### src/rtl/ram_port_arb_if.sv
// Requester-side bundle of the RAM port arbiter: request handshake,
// request payload and the shared read-return path.
interface ram_port_arb_if #(
   parameter int unsigned NREQ = 4,
   parameter int unsigned AW   = 10,
   parameter int unsigned DW   = 16
);
   logic [NREQ-1:0]    req_valid;
   logic [NREQ-1:0]    req_ready;
   logic [NREQ-1:0]    req_we;
   logic [NREQ*AW-1:0] req_addr;
   logic [NREQ*DW-1:0] req_wdata;
   logic [NREQ-1:0]    rsp_valid;
   logic [DW-1:0]      rsp_rdata;

   // Client engines drive requests and receive grants/responses
   modport master (
      output req_valid, req_we, req_addr, req_wdata,
      input  req_ready, rsp_valid, rsp_rdata
   );

   // Arbiter receives requests and drives grants/responses
   modport slave (
      input  req_valid, req_we, req_addr, req_wdata,
      output req_ready, rsp_valid, rsp_rdata
   );
endinterface

### src/rtl/ram_port_arb.sv
// Round-robin arbiter sharing one registered RAM port among NREQ requesters.
// One access per clock; a tag pipeline matching the RAM read latency steers
// returned read data to the requester that issued it.
module ram_port_arb #(
   parameter int unsigned NREQ   = 4,
   parameter int unsigned AW     = 10,
   parameter int unsigned DW     = 16,
   parameter int unsigned RD_LAT = 2
) (
   input  logic          clk,
   input  logic          rst,
   ram_port_arb_if.slave bus,
   output logic [AW-1:0] ram_addr,
   output logic          ram_we,
   output logic [DW-1:0] ram_din,
   input  logic [DW-1:0] ram_dout
);
   localparam int unsigned IW  = $clog2(NREQ);
   localparam int unsigned NST = RD_LAT + 1;
   localparam logic [IW:0] NREQ_W = (IW+1)'(NREQ);

   logic [IW-1:0] ptr;
   logic [IW-1:0] ptr_nxt;
   logic          gnt_any;
   logic [IW-1:0] gnt_id;
   logic [IW:0]   cand;
   logic [AW-1:0] sel_addr;
   logic [DW-1:0] sel_wdata;
   logic          sel_we;
   logic [NST-1:0] tag_v;
   logic [IW-1:0]  tag_id [NST];

   // Pick the first valid requester at or after ptr; scanning farthest-first lets the nearest win
   always_comb begin
      gnt_any = 1'b0;
      gnt_id  = '0;
      cand    = '0;
      for (int k = int'(NREQ) - 1; k >= 0; k--) begin
         cand = {1'b0, ptr} + (IW+1)'(k);
         if (cand >= NREQ_W) begin
            cand = cand - NREQ_W;
         end
         if (bus.req_valid[cand[IW-1:0]]) begin
            gnt_any = 1'b1;
            gnt_id  = cand[IW-1:0];
         end
      end
   end

   // Route the granted requester's payload toward the RAM port registers
   always_comb begin
      sel_addr  = '0;
      sel_wdata = '0;
      sel_we    = 1'b0;
      for (int i = 0; i < int'(NREQ); i++) begin
         if (gnt_id == IW'(i)) begin
            sel_addr  = bus.req_addr[i*AW +: AW];
            sel_wdata = bus.req_wdata[i*DW +: DW];
            sel_we    = bus.req_we[i];
         end
      end
   end

   assign ptr_nxt       = (gnt_id == IW'(NREQ - 1)) ? '0 : gnt_id + IW'(1);
   assign bus.req_ready = gnt_any ? (NREQ'(1) << gnt_id) : '0;

   // RAM port registers and rotating priority pointer; idle cycles hold addr/din and drop we
   always_ff @(posedge clk or posedge rst) begin
      if (rst) begin
         ptr      <= '0;
         ram_we   <= 1'b0;
         ram_addr <= '0;
         ram_din  <= '0;
      end else if (gnt_any) begin
         ptr      <= ptr_nxt;
         ram_we   <= sel_we;
         ram_addr <= sel_addr;
         ram_din  <= sel_wdata;
      end else begin
         ram_we   <= 1'b0;
      end
   end

   // Read tag pipeline, one stage per edge, aligned with RAM dout
   always_ff @(posedge clk or posedge rst) begin
      if (rst) begin
         tag_v <= '0;
         for (int s = 0; s < int'(NST); s++) begin
            tag_id[s] <= '0;
         end
      end else begin
         tag_v     <= {tag_v[NST-2:0], gnt_any & ~sel_we};
         tag_id[0] <= gnt_id;
         for (int s = 1; s < int'(NST); s++) begin
            tag_id[s] <= tag_id[s-1];
         end
      end
   end

   assign bus.rsp_valid = tag_v[NST-1] ? (NREQ'(1) << tag_id[NST-1]) : '0;
   assign bus.rsp_rdata = ram_dout;

endmodule

### src/flat_wrapper.sv
// flat-port wrapper written by rule: the top's interface ports become plain ports
module ram_port_arb_flat 
#(
   parameter int unsigned NREQ   = 4,
   parameter int unsigned AW     = 10,
   parameter int unsigned DW     = 16,
   parameter int unsigned RD_LAT = 2
)
  (clk, rst, ram_addr, ram_we, ram_din, ram_dout, bus_req_valid, bus_req_we, bus_req_addr, bus_req_wdata, bus_req_ready, bus_rsp_valid, bus_rsp_rdata);
  ram_port_arb_if #(.NREQ(NREQ), .AW(AW), .DW(DW)) bus_i ();
  input  logic clk;
  input  logic rst;
  output logic [AW-1:0] ram_addr;
  output logic ram_we;
  output logic [DW-1:0] ram_din;
  input  logic [DW-1:0] ram_dout;
  input wire logic [$bits(bus_i.req_valid)-1:0] bus_req_valid;
  input wire logic [$bits(bus_i.req_we)-1:0] bus_req_we;
  input wire logic [$bits(bus_i.req_addr)-1:0] bus_req_addr;
  input wire logic [$bits(bus_i.req_wdata)-1:0] bus_req_wdata;
  output wire logic [$bits(bus_i.req_ready)-1:0] bus_req_ready;
  output wire logic [$bits(bus_i.rsp_valid)-1:0] bus_rsp_valid;
  output wire logic [$bits(bus_i.rsp_rdata)-1:0] bus_rsp_rdata;
  assign bus_i.req_valid = bus_req_valid;
  assign bus_i.req_we = bus_req_we;
  assign bus_i.req_addr = bus_req_addr;
  assign bus_i.req_wdata = bus_req_wdata;
  assign bus_req_ready = bus_i.req_ready;
  assign bus_rsp_valid = bus_i.rsp_valid;
  assign bus_rsp_rdata = bus_i.rsp_rdata;
  ram_port_arb #(.NREQ(NREQ), .AW(AW), .DW(DW), .RD_LAT(RD_LAT)) u_core (.clk(clk), .rst(rst), .bus(bus_i), .ram_addr(ram_addr), .ram_we(ram_we), .ram_din(ram_din), .ram_dout(ram_dout));
endmodule
### config.mk
export PLATFORM = sky130hd
export DESIGN_NAME = ram_port_arb_flat
export DESIGN_NICKNAME = d
export VERILOG_FILES = /design/src/rtl/ram_port_arb_if.sv /design/src/rtl/ram_port_arb.sv /design/src/flat_wrapper.sv
export SDC_FILE = /design/constraint.sdc
export NUM_CORES = 1
export LEC_CHECK = 0
export BUFFER_PORTS_ARGS = -buffer_cell sky130_fd_sc_hd__buf_2
export CELL_PAD_IN_SITES_DETAIL_PLACEMENT = 0
export CELL_PAD_IN_SITES_GLOBAL_PLACEMENT = 1
export CORE_ASPECT_RATIO = 2
export CORE_MARGIN = 4
export CORE_UTILIZATION = 30
export CTS_BUF_LIST = sky130_fd_sc_hd__clkbuf_16
export CTS_CLUSTER_SIZE = 30
export DETAILED_ROUTE_END_ITERATION = 8
export GPL_ROUTABILITY_DRIVEN = 1
export PLACE_DENSITY = 0.85
export SLEW_MARGIN = 20
export SYNTH_ARGS = -nofsm -noshare
export SYNTH_HDL_FRONTEND = slang
export SYNTH_SLANG_ARGS = --single-unit
### constraint.sdc
create_clock -name clk -period 5.57 [get_ports clk]
set_input_delay 0.8355 -clock clk [delete_from_list [all_inputs] [get_ports clk]]
set_output_delay 0.8355 -clock clk [all_outputs]
set_load 0.03 [all_outputs]
# Yosys cells after proc, flatten, opt, wreduce, memory -nomap -nowiden
# Index checks and enable logic that the tools add are counted.
totals:
  ff_bits: 38
  in_bits: 130
  out_inout_bits: 51
classes:
  addsub: 8
  magnitude_cmp: 8
  eq_ne: 3
  shift: 2
  muxes: 36
  bitwise: 2
  reduce_logical: 1
op_table:
  columns: ["op", "count"]
  rows:
  - ["$mux 16", 4]
  - ["$mux 10", 4]
  - ["$mux 2", 9]
  - ["$mux 1", 13]
  - ["$lt 2x3->1 const B", 4]
  - ["$ge 3x3->1 const B", 3]
  - ["$bmux 1 s2", 4]
  - ["$mux 4", 2]
  - ["$shl 1x2->4 const A", 2]
  - ["$sub 2x1->2 const B", 4]
  - ["$add 2x2->3 const B", 2]
  - ["$eq 2x2->1 const B", 2]
  - ["$add 2x1->3 const B", 1]
  - ["$ge 2x3->1 const B", 1]
  - ["$add 2x1->2 const B", 1]
  - ["$eq 2x1->1 const B", 1]
  - ["$logic_not 2->1", 1]
  - ["$and 1x1->1", 1]
  - ["$not 1->1", 1]

# Depth between registers and ports, before layout
# Gate-level depths: netlist (run 1).
depth:
  ltp_word: 16
  depth_mapped: 9
  mapped_depth_nobuf: 7

# Worst setup path before layout (run 1)
# No wires, ideal clock.
synth_timing:
  path_kind: "in2out"
  startpoint: "input port bus_req_valid[2]"
  endpoint: "output port bus_req_ready[3]"
  arrival_ns: 2.373
  t_required_ns: 4.734
  slack_ns: 2.361
  cell_stages: 7
  path_buffers: 2
  path_cell_list: "mux2_2 > nand2_1 > and3_1 > ha_1 > clkbuf_1 > clkbuf_1 > and2_1"
synth_between:
  elab_chain_cells: 8
  word_cells_on_any_way: 18
synth_lines:
  columns: ["element", "line", "source"]
  rows:
  - ["start, declared", "flat_wrapper.sv:17", "input wire logic [$bits(bus_i.req_valid)-1:0] bus_req_valid;"]
  - ["$bmux 1 s2", "ram_port_arb.sv:43", "if (bus.req_valid[cand[IW-1:0]]) begin"]
  - ["$mux 1 (implied by the code)", "ram_port_arb.sv:43", null]
  - ["$mux 2 (3 in a row)", "ram_port_arb.sv:43", null]
  - ["$mux 2 *", "ram_port_arb.sv:43", null]
  - ["via u_core.gnt_id[0]", "ram_port_arb.sv:25", "logic [IW-1:0] gnt_id;"]
  - ["$shl 1x2->4 *", "ram_port_arb.sv:65", "assign bus.req_ready = gnt_any ? (NREQ'(1) << gnt_id) : '0;"]
  - ["$mux 4 *", "ram_port_arb.sv:65", null]
  - ["end, declared", "flat_wrapper.sv:21", "output wire logic [$bits(bus_i.req_ready)-1:0] bus_req_ready;"]
# Mark *: on every way through the listed nets, which the timed path passes. The rest lies on a longest branch. The select of a mux whose other input is x is not followed.

# Worst setup path after layout (run 1)
layout_timing:
  startpoint: "input port bus_req_valid[1]"
  endpoint: "output port bus_req_ready[3]"
layout_between:
  elab_chain_cells: 8
  word_cells_on_any_way: 18
layout_lines:
  columns: ["element", "line"]
  rows:
  - ["$bmux 1 s2", "ram_port_arb.sv:43"]
  - ["$mux 1 (implied by the code)", "ram_port_arb.sv:43"]
  - ["$mux 2 (4 in a row)", "ram_port_arb.sv:43"]
  - ["$shl 1x2->4", "ram_port_arb.sv:65"]
  - ["$mux 4 *", "ram_port_arb.sv:65"]
# Mark *: on every way between the ends. The rest lies on a longest branch, timed or not. The select of a mux whose other input is x is not followed.

==> impl_results.rst, run 1 <==
.. list-table::
   :header-rows: 1

   * - Metric
     - Value
   * - Overall Power
     - 0.00167 W
   * - Average wire per standard cell
     - ~16 µm
   * - CP peak stage delay
     - between 1 and 1.5 ns
   * - Number of top-level pins
     - about 180
   * - Startpoint type of the worst setup path
     - primary input
   * - Remaining global-route overflow
     - 0
   * - Sum of negative setup slack
     - 0 ns
   * - Sequential fraction of the synthesis area
     - 0.378
   * - Post-CTS clock slew at the launch and capture registers of the worst setup and hold paths
     - approximately 0.050 ns
   * - Clk Latency, worst-skew pair
     - ~0.28 ns
   * - Width of the chip
     - between 70 and 80 µm
   * - Die area
     - 10000 µm²
   * - Placed wire-length estimate
     - between 6000 and 7000 µm
   * - Initial drt markers
     - roughly 160
   * - Required time of the worst setup path
     - between 4 and 5 ns
   * - Most used DFF post-synth
     - sky130_fd_sc_hd__dfrtp_1
   * - Instance count of the mapped netlist
     - ~300
   * - Critical path arrival
     - between 2 and 3 ns
   * - Area of the mapped netlist
     - 2510 µm²
   * - Slew HR
     - 0.339
   * - Die height
     - ~140 µm
   * - Hold_ws
     - approximately 0.35 ns
   * - Number of antenna violations at the first check in global routing
     - 0
   * - Cell types with the largest area share after synthesis
     - sky130_fd_sc_hd__dfrtp_1 (38%), sky130_fd_sc_hd__a221o_1 (11%), sky130_fd_sc_hd__nand3b_1 (8.4%)
   * - Slack of the worst reg-to-reg path
     - around 3.1 ns
   * - Synth Net Count
     - about 440
   * - VDD IR-drop max
     - ~0.18 mV
   * - Library cell appearing most often on the critical path
     - sky130_fd_sc_hd__buf_2
   * - Maximum buffer depth of the clock tree
     - 2
   * - Post-Layout Inst Area
     - ~3300 µm²
   * - Area added between synthesis and finish
     - 31.3%
   * - PostCTS Resize Cnt
     - 0
   * - Post-route minimum period
     - approximately 3.5 ns
   * - Critical path launch point
     - bus_req_valid[1]
   * - Post-detailed-routing wire length
     - approximately 8200 µm
   * - # H-tree levels
     - 2
   * - Hold crit path type
     - register to register
   * - Fill cell total of the finished layout
     - 879
   * - Root Driver
     - sky130_fd_sc_hd__clkbuf_16
   * - Outcome
     - complete, no violations
   * - Cts-stage hold buffer count
     - 0
   * - Launch instance of the worst register-to-register path
     - u_core.ptr[1]
   * - Number of cells traversed by the worst register-to-register path
     - 8
   * - Unrepaired setup endpoints after global routing
     - false
   * - Share of flip-flops with an asynchronous set or reset
     - 1.00
   * - Fraction of final layout cells sized beyond drive strength 1
     - 0.392
   * - Final worst slack
     - ~2.1 ns
   * - CTS tree
     - done
   * - Library cells used by synthesis
     - 26
   * - Core outline area
     - approximately 8000 µm²
   * - Reg2reg end
     - u_core.ram_addr[9]
   * - Site Rows
     - 47
   * - Number of input and output port buffers inserted
     - 148
   * - DRC violations left
     - 0
   * - Avg Inst Size Synth
     - between 8 and 9 µm²
   * - Library cell with the largest summed area after synthesis
     - sky130_fd_sc_hd__dfrtp_1
   * - Number of global-route vias before repair
     - 2401
   * - Area fraction of the dominant cell type after synthesis
     - 0.378
   * - Leakage Power
     - about 1.7 nW
   * - Number of synthesized flops with an enable pin
     - 0
   * - Most frequent cell after synthesis
     - sky130_fd_sc_hd__dfrtp_1
   * - MaxCap Viol Count
     - 0
   * - PwrDens
     - about 510 nW/µm²
   * - Max-slew violation count
     - 0
   * - GR Util All Layers
     - 0.152
   * - Nature of the critical path endpoint
     - output port
   * - Setup crit end
     - bus_req_ready[3]
   * - Post-Place Setup Slack
     - between 2 and 2.5 ns
   * - Number of hold violations in the final report
     - 0
   * - DP Area
     - roughly 3200 µm²
   * - Initial Utilization
     - 0.305
   * - Crit path kind
     - primary input to output port
   * - Clock buffers created by TritonCTS
     - 5
   * - Maximum net fanout on the critical path
     - 60
   * - Fmax
     - roughly 290 MHz
   * - Count of yosys warnings during synthesis
     - 0
   * - Leading post-synthesis cells by instance count
     - sky130_fd_sc_hd__dfrtp_1 (38), sky130_fd_sc_hd__a21oi_1 (29), sky130_fd_sc_hd__inv_1 (29), sky130_fd_sc_hd__nand2_1 (29)
   * - Final layout net count
     - ~550
   * - Total number of vias
     - about 2.7k
   * - Number of clock sinks
     - 38
   * - Largest net degree at the start of global routing
     - approximately 60
   * - First-pass GRT wire length
     - 11500 µm
   * - Worst-case clock skew
     - 0.00228 ns
   * - Register bit count reported by yosys
     - 38
   * - Slowest CP cell
     - sky130_fd_sc_hd__or4_2
   * - Antenna viol nets, final
     - 0
   * - Setup repair bufs after CTS
     - 0
   * - Critical path, cell by cell
     - buf_2, or4_2, and2_1, buf_2
   * - Number of antenna cells inserted
     - 0
   * - Final clock period utilization by the worst path
     - 0.626
   * - Detailed-routing iteration count for the pre-antenna-repair pass
     - 4
   * - Total setup violations reported at the end of the flow
     - 0
   * - Final GP Congestion
     - between 0.8 and 0.9
   * - Via-to-Cell Ratio
     - approximately 5.2
   * - Least-Margin Pin Slew
     - around 0.99 ns
-- layout by cell type (no fill, tap or decap), drive strengths merged --
master    n
and2      4
a221o    27
or4       1
buf     153
o21a      1
a31oi    27
and3b     1
a21o      1
inv      30
nand2    29
nor3b     1
ha        4
nand3b   28
and3      3
o22ai     1
nand2b    1
nor2     28
o22a      1
clkbuf    5
clkinv    1
a21oi    29
dfrtp    38
nand3     1
a21boi    1
mux2      2
-- power by group --
group	internal, W	switching [W]	leakage [nW]
Sequential	0.000407	0.0000720	0.458
Combinational	0.000346	0.000588	1.17
Clock	0.000160	0.000102	0.0723
Total	0.000912	0.000763	1.70
-- logic make-up (layout without fill, tap and decap cells) --
| group | after synthesis | after routing | synth area share |
|---|---|---|---|
| AO/OA/AOI/OAI | 88 | 88 | 0.247 |
| adder cells (fa/ha/maj) | 4 | 4 | 0.0199 |
| buffers and inverters | 73 | 189 | 0.145 |
| flip-flops | 38 | 38 | 0.378 |
| multiplexers | 2 | 2 | 0.00896 |
| AND/OR/NAND/NOR | 97 | 97 | 0.200 |
-- metal layers --
layer / GRT usage / up-vias / share of wire
met5: 0 / - / 0
met4: 0.0801 / 0 / 0.030
met3: 0.0270 / 27 / 0.063
met2: 0.286 / 102 / 0.57
met1: 0.152 / 1251 / 0.34
li1: - / 1279 / -
-- metrics by stage --
stage / utilization / cells
global route: 0.401 / 516
detailed placement: 0.385 / 509
finish: 0.401 / 516
global placement: 0.385 / 509
floorplan: - / 302
CTS: 0.401 / 516
-- registers in the layout, summed over array words and instances, names as in the netlist --
name	flops
u_core.tag_v	3
u_core.ram_we	1
u_core.tag_id	6
u_core.ptr	2
u_core.ram_addr	10
u_core.ram_din	16
-- worst min path at each step --
| stage | from | end | slack [ns] | depth (start not counted) |
|---|---|---|---|---|
| global route | u_core.tag_id[2] | u_core.tag_id[0] | 0.35 | 0 |
| CTS | u_core.tag_id[2] | u_core.tag_id[0] | 0.35 | 0 |
| global placement | u_core.tag_v[1] | u_core.tag_v[2] | 0.33 | 0 |
| floorplan | u_core.tag_id[2] | u_core.tag_id[0] | 0.33 | 0 |
| detailed placement | u_core.tag_id[2] | u_core.tag_id[0] | 0.34 | 0 |
| finish | u_core.tag_id[2] | u_core.tag_id[0] | 0.35 | 0 |
-- worst max-delay path: cells and delay by family --
kind                   cells  cell delay, ns
and+or+nand+nor            2            1.50
buffers and inverters      2            0.29
-- cell type report --
cell class / instances / area, µm² / share of cell area
multi-input combinational: 191 / 1210 / 0.366
clock buffer: 5 / 125 / 0.0379
tap: 98 / 123 / 0.0372
clock inverter: 2 / 7.51 / 0.00228
timing repair buffer: 153 / 778 / 0.236
sequential: 38 / 951 / 0.288
inverter: 29 / 109 / 0.0330
Note: power is estimated with default switching activity, not from simulation.
==> inputs of run 2 (changes only) <==
- CORE_UTILIZATION: 30 -> 28
- PLACE_DENSITY: 0.85 -> 0.8
- clock period: 5.57 -> 3.6 ns (I/O delays scaled with it)
==> impl_results.rst, run 2 (synthesized netlist as in run 1, its figures left out) <==
.. list-table::
   :header-rows: 1

   * - Metric
     - Value
   * - Post-Layout Inst Area
     - 3330 µm² (was 3300 µm²)
   * - Met2 track utilization from global routing
     - 0.303 (was 0.286)
   * - Cts-stage hold buffer count
     - 0 (unchanged)
   * - Slew HR
     - 0.444 (was 0.339)
   * - Global routing's busiest layer
     - met2 (unchanged)
   * - Required time of the worst setup path
     - 3.06 ns (was 4.73 ns)
   * - VDD IR-drop max
     - 0.293 mV (was 0.177 mV)
   * - Largest net degree at the start of global routing
     - 43 (was 61)
   * - Maximum buffer depth of the clock tree
     - 2 (unchanged)
   * - Number of top-level pins
     - 181 (unchanged)
   * - Cell count after placement
     - 512 (was 509)
   * - Number of antenna cells inserted
     - 0 (unchanged)
   * - PwrDens
     - 794 nW/µm² (was 508 nW/µm²)
   * - Final worst slack
     - 0.729 ns (was 2.08 ns)
   * - Fmax
     - 348 MHz
   * - Width of the chip
     - 75.0 µm (was 72.7 µm)
   * - Final layout net count
     - 553 (was 552)
   * - GR Util All Layers
     - 0.162 (was 0.152)
   * - Final GP Congestion
     - 0.784 (was 0.801)
   * - Post-layout utilization of the core
     - 0.382 (was 0.401)
   * - Placed wire-length estimate
     - 6730 µm (was 6160 µm)
   * - Root Driver
     - sky130_fd_sc_hd__clkbuf_16 (unchanged)
   * - Most common cell after layout, fill and taps aside
     - sky130_fd_sc_hd__buf_2 (unchanged)
   * - Core outline area
     - 8710 µm² (was 8230 µm²)
   * - Clk pwr share
     - 0.159 (was 0.157)
   * - Outcome
     - complete, no violations (unchanged)
   * - Via-to-Cell Ratio
     - 5.06 (was 5.15)
   * - Number of global-route vias before repair
     - 2645 (was 2401)
   * - Commonest cells after routing, fill and taps aside
     - sky130_fd_sc_hd__buf_2 (148), sky130_fd_sc_hd__dfrtp_1 (38), sky130_fd_sc_hd__inv_1 (29), sky130_fd_sc_hd__a21oi_1 (29), sky130_fd_sc_hd__nand2_1 (29) (was sky130_fd_sc_hd__buf_2 (148), sky130_fd_sc_hd__dfrtp_1 (38), sky130_fd_sc_hd__inv_1 (30))
   * - DP Area
     - 3190 µm² (was 3170 µm²)
   * - Combinational share of power
     - 0.561 (was 0.558)
   * - Detailed-routing iteration count for the pre-antenna-repair pass
     - 4 (unchanged)
   * - Number of hold violations in the final report
     - 0 (unchanged)
   * - Initial Utilization
     - 0.289 (was 0.305)
   * - Least-Margin Pin Slew
     - 0.833 ns (was 0.992 ns)
   * - Fraction of final layout cells sized beyond drive strength 1
     - 0.398 (was 0.392)
   * - Hold crit path type
     - register to register (unchanged)
   * - Post-CTS clock slew at the launch and capture registers of the worst setup and hold paths
     - 0.06 ns (was 0.05 ns)
   * - PostCTS Resize Cnt
     - 0 (unchanged)
   * - Sum of negative setup slack
     - 0 ns (unchanged)
   * - Unrepaired setup endpoints after global routing
     - false (unchanged)
   * - Registers with the highest flip-flop counts
     - u_core.ram_din x16, u_core.ram_addr x10, u_core.tag_id x6 (unchanged)
   * - Maximum net fanout on the critical path
     - 25 (was 60)
   * - Setup repair bufs after CTS
     - 0 (unchanged)
   * - Sequential group share of total power
     - 0.280 (was 0.286)
   * - Die area
     - 10600 µm² (was 10000 µm²)
   * - Net switching power figure
     - 0.00120 W (was 0.000763 W)
   * - Flip-flop count of the largest register, all copies and words added
     - 16 (unchanged)
   * - Routing usage on met1
     - 0.162 (was 0.152)
   * - Clock buffers created by TritonCTS
     - 5 (unchanged)
   * - Number of antenna violations at the first check in global routing
     - 0 (unchanged)
   * - Total setup violations reported at the end of the flow
     - 0 (unchanged)
   * - Switching power as a share of total power
     - 0.456 (was 0.455)
   * - Remaining global-route overflow
     - 0 (unchanged)
   * - Total number of vias
     - 2633 (was 2659)
   * - Average wire per standard cell
     - 16.8 µm (was 15.8 µm)
   * - Finished Layout Cells
     - 520 (was 516)
   * - Post-detailed-routing wire length
     - 8730 µm (was 8180 µm)
   * - Worst-case clock skew
     - 0.00613 ns (was 0.00228 ns)
   * - Internal Power
     - 0.00144 W (was 0.000912 W)
   * - MaxCap Viol Count
     - 0 (unchanged)
   * - Max-slew violation count
     - 0 (unchanged)
   * - Clk Latency, worst-skew pair
     - 0.28 ns (about the same)
   * - Nature of the critical path endpoint
     - output port (unchanged)
   * - Leakage Power
     - 1.71 nW (was 1.70 nW)
   * - DRC violations left
     - 0 (unchanged)
   * - Antenna viol nets, final
     - 0 (unchanged)
   * - Largest Register
     - u_core.ram_din (unchanged)
   * - Crit path kind
     - register to output port (was primary input to output port)
   * - GRT met3 Usage
     - 0.0212 (was 0.0270)
   * - Number of input and output port buffers inserted
     - 148 (unchanged)
   * - # H-tree levels
     - 2 (unchanged)
   * - Final clock period utilization by the worst path
     - 0.797
   * - Site Rows
     - 48 (was 47)
   * - Startpoint type of the worst setup path
     - register (was primary input)
   * - Post-Place Setup Slack
     - 0.889 ns (was 2.08 ns)
   * - Critical path arrival
     - 2.33 ns (was 2.65 ns)
   * - Initial drt markers
     - 112 (was 159)
   * - Die height
     - 142 µm (was 137 µm)
   * - First-pass GRT wire length
     - 13000 µm (was 11500 µm)
   * - Post-route minimum period
     - about 2.9 ns
   * - Number of clock sinks
     - 38 (unchanged)
   * - Area added between synthesis and finish
     - 32.4% (was 31.3%)
   * - CTS tree
     - done (unchanged)
-- run 2: path summary, 6_finish.rpt --
path,start,to,slack [ns],cells after the start
hold / removal,u_core.tag_id[2],u_core.tag_id[0],0.35,0
max in group asynchronous,rst,u_core.tag_id[2],2.65,2
setup reg to reg,u_core.ptr[1],u_core.ram_din[7],1.04,8
setup / recovery,u_core.ptr[1],bus_req_ready[3],0.73,6
min in group asynchronous,rst,u_core.ram_din[8],0.42,2
hold reg to reg,u_core.tag_id[2],u_core.tag_id[0],0.35,0
-- run 2: final cells by class --
type | instances | area (µm²)
clock buffer | 5 | 125
clock inverter | 3 | 12.5
fill | 919 | 5380
inverter | 29 | 109
multi-input combinational | 191 | 1210
sequential | 38 | 951
tap | 100 | 125
timing repair buffer | 154 | 798
-- run 2: per-stage QoR --
| step | hold WS [ns] | power (W) |
|---|---|---|
| detailed placement | 0.336 | 0.00224 |
| finish | 0.348 | 0.00264 |
| global placement | 0.332 | 0.00221 |
| CTS | 0.349 | 0.00268 |
| global route | 0.353 | 0.00283 |
| floorplan | 0.331 | 0.00182 |
-- run 2: worst max-delay path, stage by stage (launching register included) --
cell and delay [ns]:
sky130_fd_sc_hd__dfrtp_1 0.46, sky130_fd_sc_hd__mux2_2 0.36, sky130_fd_sc_hd__nand2_1 0.09, sky130_fd_sc_hd__and3_1 0.23, sky130_fd_sc_hd__ha_2 0.51, sky130_fd_sc_hd__and2_1 0.19
sky130_fd_sc_hd__buf_2 0.19
-- run 2: metal layers --
layer  up-vias  part of all wire
li1       1284                 -
met1      1218              0.33
met2       101              0.57
met3        30             0.056
met4         0             0.045
met5         -                 0
-- run 2: power groups by stage --
stage               Clock (W)  Sequential (W)  Combinational (W)
CTS                  0.000435        0.000741            0.00150
detailed placement          0        0.000747            0.00150
global placement            0        0.000736            0.00147
floorplan                   0         0.00103           0.000791
finish               0.000420        0.000738            0.00148
global route         0.000445        0.000762            0.00162
==> inputs of run 3 (changes only) <==
- ABC_AREA: not set -> 1
- CORE_UTILIZATION: 28 -> 27
- clock period: 3.6 -> 2.75 ns (I/O delays scaled with it)
==> impl_results.rst, run 3 <==
.. list-table::
   :header-rows: 1

   * - Metric
     - Value
   * - Launch instance of the worst register-to-register path
     - u_core.ptr[0] (was u_core.ptr[1])
   * - Initial drt markers
     - 101 (was 112)
   * - Number of antenna cells inserted
     - 0 (unchanged)
   * - Number of cells traversed by the worst register-to-register path
     - 19 (was 8)
   * - Post-CTS clock slew at the launch and capture registers of the worst setup and hold paths
     - 0.06 ns (about the same)
   * - Length of routed met3 wiring
     - 512 µm (was 493 µm)
   * - Post-layout utilization of the core
     - 0.373 (was 0.382)
   * - Die area
     - 11400 µm² (was 10600 µm²)
   * - Number of input and output port buffers inserted
     - 148 (unchanged)
   * - Detailed-routing iteration count for the pre-antenna-repair pass
     - 4 (unchanged)
   * - PwrDens
     - 1880 nW/µm² (was 794 nW/µm²)
   * - Antenna viol nets, final
     - 0 (unchanged)
   * - Count of yosys warnings during synthesis
     - 0 (unchanged)
   * - Area of the mapped netlist
     - 2600 µm² (was 2510 µm²)
   * - Core outline area
     - 9380 µm² (was 8710 µm²)
   * - Reg2reg end
     - u_core.ram_din[15] (was u_core.ram_din[7])
   * - Final worst slack
     - 0.134 ns (was 0.729 ns)
   * - Fill cell total of the finished layout
     - 1037 (was 919)
   * - Most used DFF post-synth
     - sky130_fd_sc_hd__dfrtp_1 (unchanged)
   * - Top Family by Delay on Critical Path
     - simple AND/OR/NAND/NOR gates (unchanged)
   * - Crit path kind
     - register to output port (unchanged)
   * - Share of flip-flops with an asynchronous set or reset
     - 1.00 (unchanged)
   * - Most common cell after layout, fill and taps aside
     - sky130_fd_sc_hd__nand2_1 (was sky130_fd_sc_hd__buf_2)
   * - Post-route minimum period
     - 2.62 ns
   * - Number of hold violations in the final report
     - 0 (unchanged)
   * - Library cells used by synthesis
     - 25 (was 26)
   * - MaxCap Viol Count
     - 0 (unchanged)
   * - Leakage Power
     - 1.98 nW (was 1.71 nW)
   * - Instance count of the mapped netlist
     - 393 (was 302)
   * - Hold crit path type
     - primary input to asynchronous set/reset pin (was register to register)
   * - Slack of the worst reg-to-reg path
     - 0.32 ns (was 1.04 ns)
   * - Post-detailed-routing wire length
     - 9220 µm (was 8730 µm)
   * - Met1 Routed Length
     - 3200 µm (was 2890 µm)
   * - Maximum net fanout on the critical path
     - 15 (was 25)
   * - CP peak stage delay
     - 0.47 ns (was 0.51 ns)
   * - Number of clock sinks
     - 38 (unchanged)
   * - Total number of cells along the worst setup path
     - 13 (was 6)
   * - Site Rows
     - 50 (was 48)
   * - Library cell with the largest summed area after synthesis
     - sky130_fd_sc_hd__dfrtp_1 (unchanged)
   * - Final GP Congestion
     - 0.846 (was 0.784)
   * - Library cell appearing most often on the critical path
     - sky130_fd_sc_hd__nand2_1
   * - Commonest cells after routing, fill and taps aside
     - sky130_fd_sc_hd__nand2_1 (178), sky130_fd_sc_hd__buf_2 (146), sky130_fd_sc_hd__o21ai_0 (45) (was sky130_fd_sc_hd__buf_2 (148), sky130_fd_sc_hd__dfrtp_1 (38), sky130_fd_sc_hd__inv_1 (29), sky130_fd_sc_hd__a21oi_1 (29), sky130_fd_sc_hd__nand2_1 (29))
   * - Root Driver
     - sky130_fd_sc_hd__clkbuf_16 (unchanged)
   * - Fmax
     - roughly 380 MHz
   * - Number of top-level pins
     - 181 (unchanged)
   * - Least-Margin Pin Slew
     - 0.714 ns (was 0.833 ns)
   * - Register bit count reported by yosys
     - 38 (unchanged)
   * - Final layout net count
     - 655 (was 553)
   * - Nature of the critical path endpoint
     - output port (unchanged)
   * - Critical path, cell by cell
     - inv_4, nand2_2, nand2_1, nand3_2, nand3_1, nand2_1, nand2_1, nand2_2, inv_1, ha_4, inv_4, nor2_1, buf_4 (was mux2_2, nand2_1, and3_1, ha_2, and2_1, buf_2)
   * - DRC violations left
     - 0 (unchanged)
   * - Clk Latency, worst-skew pair
     - 0.28 ns (about the same)
   * - Registers with the highest flip-flop counts
     - u_core.ram_din x16, u_core.ram_addr x10, u_core.tag_id x6 (unchanged)
   * - Width of the chip
     - 77.4 µm (was 75.0 µm)
   * - VDD IR-drop max
     - 0.689 mV (was 0.293 mV)
   * - # H-tree levels
     - 2 (unchanged)
   * - Slew HR
     - 0.521 (was 0.444)
   * - Fraction of final layout cells sized beyond drive strength 1
     - 0.358 (was 0.398)
   * - Number of global-route vias before repair
     - 3047 (was 2645)
   * - Largest Register
     - u_core.ram_din (unchanged)
   * - Top layer used by detailed routing
     - met4 (unchanged)
   * - Worst-case clock skew
     - 0.00291 ns (was 0.00613 ns)
   * - Via-to-Cell Ratio
     - 4.63 (was 5.06)
   * - Critical path arrival
     - 2.20 ns (was 2.33 ns)
   * - Maximum buffer depth of the clock tree
     - 2 (unchanged)
   * - First-pass GRT wire length
     - 14600 µm (was 13000 µm)
   * - Avg Inst Size Synth
     - 6.62 µm² (was 8.32 µm²)
   * - Sequential fraction of the synthesis area
     - 0.366 (was 0.378)
   * - Most frequent cell after synthesis
     - sky130_fd_sc_hd__nand2_1 (was sky130_fd_sc_hd__dfrtp_1)
   * - Cell types with the largest area share after synthesis
     - sky130_fd_sc_hd__dfrtp_1 (37%), sky130_fd_sc_hd__nand2_1 (26%), sky130_fd_sc_hd__o21ai_0 (8.7%) (was sky130_fd_sc_hd__dfrtp_1 (38%), sky130_fd_sc_hd__a221o_1 (11%), sky130_fd_sc_hd__nand3b_1 (8.4%))
   * - Number of synthesized flops with an enable pin
     - 0 (unchanged)
   * - Leading post-synthesis cells by instance count
     - sky130_fd_sc_hd__nand2_1 (179), sky130_fd_sc_hd__o21ai_0 (45), sky130_fd_sc_hd__dfrtp_1 (38) (was sky130_fd_sc_hd__dfrtp_1 (38), sky130_fd_sc_hd__a21oi_1 (29), sky130_fd_sc_hd__inv_1 (29), sky130_fd_sc_hd__nand2_1 (29))
   * - Flip-flop count of the largest register, all copies and words added
     - 16 (unchanged)
   * - Area added between synthesis and finish
     - 34.8% (was 32.4%)
   * - Hold_ws
     - 0.154 ns (was 0.348 ns)
   * - Total setup violations reported at the end of the flow
     - 0 (unchanged)
   * - Number of antenna violations at the first check in global routing
     - 0 (unchanged)
   * - Placed wire-length estimate
     - 7230 µm (was 6730 µm)
   * - CTS tree
     - done (unchanged)
   * - Post-Place Setup Slack
     - 0.159 ns (was 0.889 ns)
   * - GR Util All Layers
     - 0.164 (was 0.162)
   * - Remaining global-route overflow
     - 0 (unchanged)
   * - Clock buffers created by TritonCTS
     - 5 (unchanged)
   * - Initial Utilization
     - 0.277 (was 0.289)
   * - Required time of the worst setup path
     - 2.34 ns (was 3.06 ns)
   * - Average wire per standard cell
     - 14.7 µm (was 16.8 µm)
   * - Total number of vias
     - 2898 (was 2633)
   * - Largest net degree at the start of global routing
     - 35 (was 43)
   * - Unrepaired setup endpoints after global routing
     - true (was false)
   * - Outcome
     - complete, no violations (unchanged)
   * - Final clock period utilization by the worst path
     - 0.951
   * - Number of buffers and inverters on the critical path
     - 4 (was 1)
   * - Die height
     - 147 µm (was 142 µm)
   * - Met2 routed wirelength
     - 5280 µm (was 4950 µm)
   * - Sum of negative setup slack
     - 0 ns (unchanged)
   * - Startpoint type of the worst setup path
     - register (unchanged)
   * - Max-slew violation count
     - 0 (unchanged)
   * - Synth Net Count
     - 527 (was 436)
   * - Slowest CP cell
     - sky130_fd_sc_hd__dfrtp_2 (was sky130_fd_sc_hd__ha_2)
   * - Area fraction of the dominant cell type after synthesis
     - 0.366 (was 0.378)
==> run 3: cell count changes after synthesis, sizes merged, moves of 17 or more <==
| cell | previous run | this run |
|---|---|---|
| nor2 | 28 | 11 |
| nand2 | 29 | 183 |
| o21ai | 0 | 53 |
| a221o | 27 | 0 |
| nand3b | 28 | 0 |
| a31oi | 27 | 0 |
==> run 3: worst max-delay path by stage <==
| stage | from | end |
|---|---|---|
| after floorplan | u_core.ptr[0] | bus_req_ready[3] |
| after global placement | u_core.ptr[0] | bus_req_ready[2] |
| after detailed placement | u_core.ptr[0] | bus_req_ready[2] |
| after CTS | u_core.ptr[0] | bus_req_ready[1] |
| after global routing | u_core.ptr[0] | bus_req_ready[1] |
| final | u_core.ptr[0] | bus_req_ready[2] |
==> run 3: layout make-up <==
type	instances	area, µm²	area share
multi-input combinational	295	1320	0.378
sequential	38	952	0.272
timing repair buffer	161	851	0.243
tap	104	130	0.0371
clock buffer	5	125	0.0357
inverter	20	82.6	0.0236
clock inverter	3	40.0	0.0114
==> run 3: routing by layer <==
| metal | global-route usage | vias to the layer above |
|---|---|---|
| met5 | 0 | - |
| met4 | 0.0624 | 0 |
| met3 | 0.0325 | 19 |
| met2 | 0.336 | 112 |
| met1 | 0.152 | 1285 |
| li1 | - | 1482 |
==> run 3: power breakdown <==
part	internal (W)	total (W)	switching, W
Combinational	0.00168	0.00486	0.00318
Clock	0.000425	0.000655	0.000231
Sequential	0.000907	0.00107	0.000162
Total	0.00301	0.00658	0.00357
==> run 3: cells by family (layout without fill, tap and decap cells) <==
| logic type | Yosys count | in the layout | share of synthesized area |
|---|---|---|---|
| flip-flops | 38 | 38 | 0.366 |
| buffers and inverters | 60 | 189 | 0.133 |
| AO/OA/AOI/OAI | 81 | 81 | 0.158 |
| XOR/XNOR | 1 | 1 | 0.00337 |
| AND/OR/NAND/NOR | 209 | 209 | 0.321 |
| adder cells (fa/ha/maj) | 4 | 4 | 0.0193 |
==> run 3: repair_timing <==
| item | in CTS | in global routing |
|---|---|---|
| hold endpoints to repair | 0 | 0 |
| pin swaps | 0 | 0 |
| endpoints found under the setup margin | 2 | 2 |
| buffers inserted | 0 | 1 |
| hold buffers | 0 | 0 |
| gates resized for setup | 4 | 6 |
==> run 3: per-stage QoR <==
stage / area [µm²] / total power [W] / instances
floorplan: 2600 / 0.00466 / 393
global placement: 3300 / 0.00578 / 617
detailed placement: 3300 / 0.00589 / 617
CTS: 3470 / 0.00660 / 625
global route: 3500 / 0.00735 / 626
finish: 3500 / 0.00658 / 626
